**config.mk**
```make
export PLATFORM = sky130hd
export DESIGN_NAME = status_register_unit
export DESIGN_NICKNAME = d
export VERILOG_FILES = /design/src/rtl/arm_pkg.sv /design/src/rtl/flag_scoreboard.sv /design/src/rtl/status_register_unit.sv
export SDC_FILE = /design/constraint.sdc
export NUM_CORES = 1
export LEC_CHECK = 0
export BUFFER_PORTS_ARGS = -buffer_cell sky130_fd_sc_hd__buf_4
export CAP_MARGIN = 20
export CORE_UTILIZATION = 37
export CTS_CLUSTER_SIZE = 20
export DETAILED_ROUTE_END_ITERATION = 6
export HOLD_SLACK_MARGIN = 0.15
export PLACE_DENSITY = 0.73
export SETUP_SLACK_MARGIN = 0.05
export SLEW_MARGIN = 5
export SYNTH_ARGS = -nofsm -noshare
export SYNTH_HDL_FRONTEND = slang
export SYNTH_HIERARCHICAL = 1
export SYNTH_SLANG_ARGS = --single-unit
```
**constraint.sdc**
```tcl
create_clock -name clk -period 1.5 [get_ports clk]
set_clock_uncertainty 0.1 [all_clocks]
set_input_delay 0.3 -clock clk [delete_from_list [all_inputs] [get_ports clk]]
set_output_delay 0.3 -clock clk [all_outputs]
set_load 0.03 [all_outputs]
```
**src/rtl/arm_pkg.sv**
```systemverilog
// Shared ARM condition-code definitions: NZCV bit positions and the 4-bit cond field
// encodings used by both the flag producer and the ID-stage condition checker.
package arm_pkg;

    localparam int N_BIT = 3;
    localparam int Z_BIT = 2;
    localparam int C_BIT = 1;
    localparam int V_BIT = 0;

    localparam logic [3:0] COND_EQ = 4'h0;
    localparam logic [3:0] COND_NE = 4'h1;
    localparam logic [3:0] COND_CS = 4'h2;
    localparam logic [3:0] COND_CC = 4'h3;
    localparam logic [3:0] COND_MI = 4'h4;
    localparam logic [3:0] COND_PL = 4'h5;
    localparam logic [3:0] COND_VS = 4'h6;
    localparam logic [3:0] COND_VC = 4'h7;
    localparam logic [3:0] COND_HI = 4'h8;
    localparam logic [3:0] COND_LS = 4'h9;
    localparam logic [3:0] COND_GE = 4'hA;
    localparam logic [3:0] COND_LT = 4'hB;
    localparam logic [3:0] COND_GT = 4'hC;
    localparam logic [3:0] COND_LE = 4'hD;
    localparam logic [3:0] COND_AL = 4'hE;

endpackage

```
**src/rtl/flag_scoreboard.sv**
```systemverilog
// Counts flag-writing instructions in flight between ID issue and EXE retire and
// decides whether a conditional instruction in ID must stall or can take bypassed flags.
module flag_scoreboard #(
    parameter int MAX_PENDING = 3,
    parameter int FORWARD     = 1,
    parameter int PEND_W      = 2
) (
    input  logic              clk,
    input  logic              rst,
    input  logic              id_issue_s,
    input  logic              id_needs_flags,
    input  logic              exe_valid,
    input  logic              exe_s,
    input  logic              exe_cond_pass,
    input  logic              msr_we,
    input  logic              flush,
    output logic              flags_hazard,
    output logic              bypass,
    output logic [PEND_W-1:0] pending,
    output logic              ovf_err
);

    logic [PEND_W-1:0] pending_q, pending_d;
    logic              ovf_q, ovf_d;
    logic              retire, issue, empty, at_max;

    always_comb begin
        retire = exe_valid & exe_s;
        empty  = (pending_q == '0);
        at_max = (pending_q == PEND_W'(MAX_PENDING));
        // Only the last outstanding writer can be bypassed; an MSR in the same cycle
        // makes the ALU merge stale, so it blocks forwarding.
        bypass = (FORWARD != 0) & retire & exe_cond_pass
                 & (pending_q == PEND_W'(1)) & ~msr_we;
        flags_hazard = id_needs_flags & ~empty & ~bypass;
        issue = id_issue_s & ~flags_hazard;

        pending_d = pending_q;
        ovf_d     = ovf_q;
        if (flush) begin
            pending_d = '0;
        end else if (issue && !retire) begin
            if (at_max) ovf_d = 1'b1;
            else        pending_d = pending_q + 1'b1;
        end else if (retire && !issue && !empty) begin
            pending_d = pending_q - 1'b1;
        end
    end

    always_ff @(posedge clk) begin
        if (rst) begin
            pending_q <= '0;
            ovf_q     <= 1'b0;
        end else begin
            pending_q <= pending_d;
            ovf_q     <= ovf_d;
        end
    end

    assign pending = pending_q;
    assign ovf_err = ovf_q;

endmodule

```
**src/rtl/status_register_unit.sv**
```systemverilog
// Architectural NZCV register: updated from EXE ALU results or MSR, and presented
// (optionally bypassed) to the ID-stage condition checker with stall control.
module status_register_unit
    import arm_pkg::*;
#(
    parameter int MAX_PENDING = 3,
    parameter int FORWARD     = 1,
    parameter int PEND_W      = 2
) (
    input  logic              clk,
    input  logic              rst,
    input  logic              id_issue_s,
    input  logic              id_needs_flags,
    input  logic              exe_valid,
    input  logic              exe_s,
    input  logic              exe_cond_pass,
    input  logic [3:0]        exe_flag_mask,
    input  logic [3:0]        alu_nzcv,
    input  logic              msr_we,
    input  logic [3:0]        msr_data,
    input  logic              flush,
    output logic [3:0]        status,
    output logic [3:0]        status_cc,
    output logic              flags_hazard,
    output logic [PEND_W-1:0] pending,
    output logic              ovf_err
);

    logic [3:0] status_q, status_d;
    logic [3:0] alu_merge;
    logic       bypass;

    // Per-flag select: masked bits take the ALU value, the rest keep the current flag.
    for (genvar gi = 0; gi < 4; gi++) begin : g_merge
        assign alu_merge[gi] = exe_flag_mask[gi] ? alu_nzcv[gi] : status_q[gi];
    end

    always_comb begin
        status_d = status_q;
        if (msr_we)
            status_d = msr_data;
        else if (exe_valid && exe_s && exe_cond_pass)
            status_d = alu_merge;
    end

    always_ff @(posedge clk) begin
        if (rst) status_q <= 4'b0000;
        else     status_q <= status_d;
    end

    flag_scoreboard #(
        .MAX_PENDING (MAX_PENDING),
        .FORWARD     (FORWARD),
        .PEND_W      (PEND_W)
    ) u_scoreboard (
        .clk            (clk),
        .rst            (rst),
        .id_issue_s     (id_issue_s),
        .id_needs_flags (id_needs_flags),
        .exe_valid      (exe_valid),
        .exe_s          (exe_s),
        .exe_cond_pass  (exe_cond_pass),
        .msr_we         (msr_we),
        .flush          (flush),
        .flags_hazard   (flags_hazard),
        .bypass         (bypass),
        .pending        (pending),
        .ovf_err        (ovf_err)
    );

    assign status    = status_q;
    assign status_cc = bypass ? alu_merge : status_q;

endmodule

```
==> results.toml <==
[power_and_ir_drop]
irDropWorstVdd_mv = 0.500
power_density_nw_per_um2 = 580
leakage_power_summed_over_all_cells_nw = 0.557
power.switching_fraction_pct = 33.0
pwr-share-clk_pct = 25.1
power_report.internal_total_w = 0.000446
comb_power_share_pct = 43.8
power.total_w = 0.000666
power.switching_w = 0.000219
seqPwrFrac_pct = 31.1

[cts]
cts_tree = "yes"
insertion_delay_ns = 0.24
cts_buffers = 3
clk_root_buffer_cell = "clkbuf_4"
path_clk_slew_ns = 0.05
cts-htree-levels = 1
cts.path.max_buffers = 2
numClockSinks = 7

[cells_and_area]
layout-area-overhead-vs-synth_pct = 113
seqCellArea_um2 = 148
diodes = 0
layout-drive-gt1-share_pct = 67.8
multi_input_comb_area_um2 = 504
fill_cells = 74
final_stage_net_count = 146

[floorplanning]
rows = 13
initial_utilization_pct = 40.4
die_y_um = 40.2
fp.coreArea_um2 = 1330
io-pin-count = 33
floorplan.die_area_um2 = 1610
width_of_the_chip_um = 40.2

[grt]
grt_max_degree = 9
first_global_vias = 632
initial_antenna_violation_count = 0
grt_overflow_total = 0
grt_first_pass_wirelength_mm = 2.88
grt.total_usage_pct = 27.6

[sta]
finalHoldViolCount = 0
final_critical_path_setup_slack_ns = -0.328
layout_worst_path_cycle_share_pct = 122
max_freq_mhz = 547
worst_slew_pin_slew_ns = 0.382
max_slew_margin_pct = 73.8
maxSlewViolCount = 0
fin_crit_ns = 1.83
rsz_0062_raised_after_global_routing = "true"
setup_tns_ns = -2.08
final-setup-viol-count = 7

[worst_hold_path]
hold_start = "msr_data[1]"
worst_min_delay_path_category = "input port to register"

[drt]
post_route_wl_mm = 2.07
detail_route.drc_violations = 0
avgViaCountPerCell = 5.34
first_pass_iters = 4
drt-initial-drc-count = 13
wl_per_cell_um = 15.2
antenna_left = 0
via_count = 726

[critical_path]
critical_path.max_stage_delay_ns = 0.34
worstPathMaxFanout = 4
worst-endpoint-arrival_ns = 1.43
worst_path_max_delay_cell = "dfxtp_4"
cp_cell_sequence = "inv_4 -> ha_4 -> nand3b_4 -> nor2_4 -> buf_4 -> a21oi_4 -> buf_6"
critPathLaunch = "u_scoreboard/pending[1]"
required_ns = 1.10
crit_reg_reg_startpoint = "u_scoreboard/pending[1]"
crit_type = "register to primary output"
category_of_the_worst_setup_path_launch_point = "register"
worstSetupEndpointType = "primary output"

[yosys]
postSynth.asyncResetShare_pct = 0
synthesis.instances = 64
postSynthRegisterBits = 7
post_synth_main_area_contributors = "dfxtp_1 (26%), a21oi_1 (8.4%), mux2i_1 (7.4%)"
synth_cell_types = 25
synth.top_cell.area_share_pct = 26.0
synth.yosys.seq_area_share_pct = 26.0
synthesis.area_um2 = 539
netlist_top_cells_count = "a21oi_1 (9), dfxtp_1 (7), nor2_1 (7)"
synth-edff-count = 0
yosysMostFrequentCell = "a21oi_1"
yosysWarnings = 6
synthesized_area_per_cell_um2 = 8.43
postSynthNetCount = 88
synth_top_flop_cell = "dfxtp_1"
netlist.top_cell.by_area = "dfxtp_1"

[placed_design]
port_buffers = 32
detailed_place_hpwl_mm = 1.45
place.gp.congestion = 0.853
detailedPlace.worstSlack_ns = -0.190

[status]
failed_checks = "setup timing"
status = "finished with violations"

[run]
max-cap-violations = 0
flip-flops by register name (all words and copies together) (netlist names):
register	cells
u_scoreboard/pending	2
status	4
u_scoreboard/ovf_err	1
final timing paths:
| kind | end | slack [ns] | cells past startpoint |
|---|---|---|---|
| min | status[1] | 0.21 | 3 |
| min reg2reg | u_scoreboard/ovf_err | 0.40 | 1 |
| max | status_cc[0] | -0.33 | 7 |
| max reg2reg | u_scoreboard/pending[0] | -0.28 | 7 |
power groups by stage:
stage / combinational, W / sequential (W) / clock [W]
3_3_place_gp: 0.000248 / 0.000209 / 0
5_1_grt: 0.000309 / 0.000208 / 0.000187
4_1_cts: 0.000286 / 0.000206 / 0.000177
2_1_floorplan: 0.000114 / 0.000229 / 0
6_report: 0.000292 / 0.000207 / 0.000167
3_5_place_dp: 0.000255 / 0.000210 / 0
logic make-up (layout without fill, tap and decap cells):
logic type      Yosys count  count (layout)  synth area share, %
mux                       4               4                 7.42
fa+ha+maj                 3               3                 6.96
flops                     7               7                 26.0
compound gates           22              22                 28.8
simple gates             23              24                 26.0
buf+inv                   5              61                 4.87
stage by stage:
stage          instance area [µm²]  std cells  hold slack [ns]  util (%)
3_3_place_gp                   993        125            0.363      74.5
5_1_grt                       1150        136            0.200      86.0
6_report                      1150        136            0.208      86.0
2_1_floorplan                  627         64            0.269         -
3_5_place_dp                   993        125            0.375      74.5
4_1_cts                       1120        134            0.202      84.1
routing by layer:
| layer | routed length (µm) | GRT usage (%) |
|---|---|---|
| met1 | 875 | 31.7 |
| met2 | 1100 | 50.8 |
| met3 | 69 | 3.89 |
| met4 | 27 | 10.8 |
| met5 | 0 | 0 |
layout make-up:
class / instances / share of cell area (%)
well taps: 15 / 1.64
flip-flops and latches: 7 / 12.9
clock buffers: 4 / 2.29
multi-input cells: 53 / 43.9
repair buffers: 54 / 37.8
inverters: 3 / 1.42
placed cells by master (no fill, tap or decap), types with 2 or more instances in the layout:
master    instances
clkbuf_4          3
a21oi_4           4
inv_4             2
nor2_2            4
nor2_4            3
nand2_1           5
dfxtp_4           2
a211o_1           4
nand3_1           2
a31oi_1           5
dfxtp_1           5
buf_6             7
a21oi_1           4
buf_4            46
mux2i_1           4
ha_4              2
repair_timing:
action,4_1_cts,5_1_grt
resized for setup,16,3
setup endpoints to repair,7,8
hold buffers,1,0
gates cloned,1,0
pin swaps,6,2
hold endpoints to repair,4,0
buffers inserted,4,2
critical path: cells and delay by family, from the launching register on:
family,cells,cell delay (ns)
flops,1,0.34
fa+ha+maj,1,0.12
buf+inv,3,0.35
compound gates,1,0.05
simple gates,2,0.31
Power figures use the tool's default switching activity.
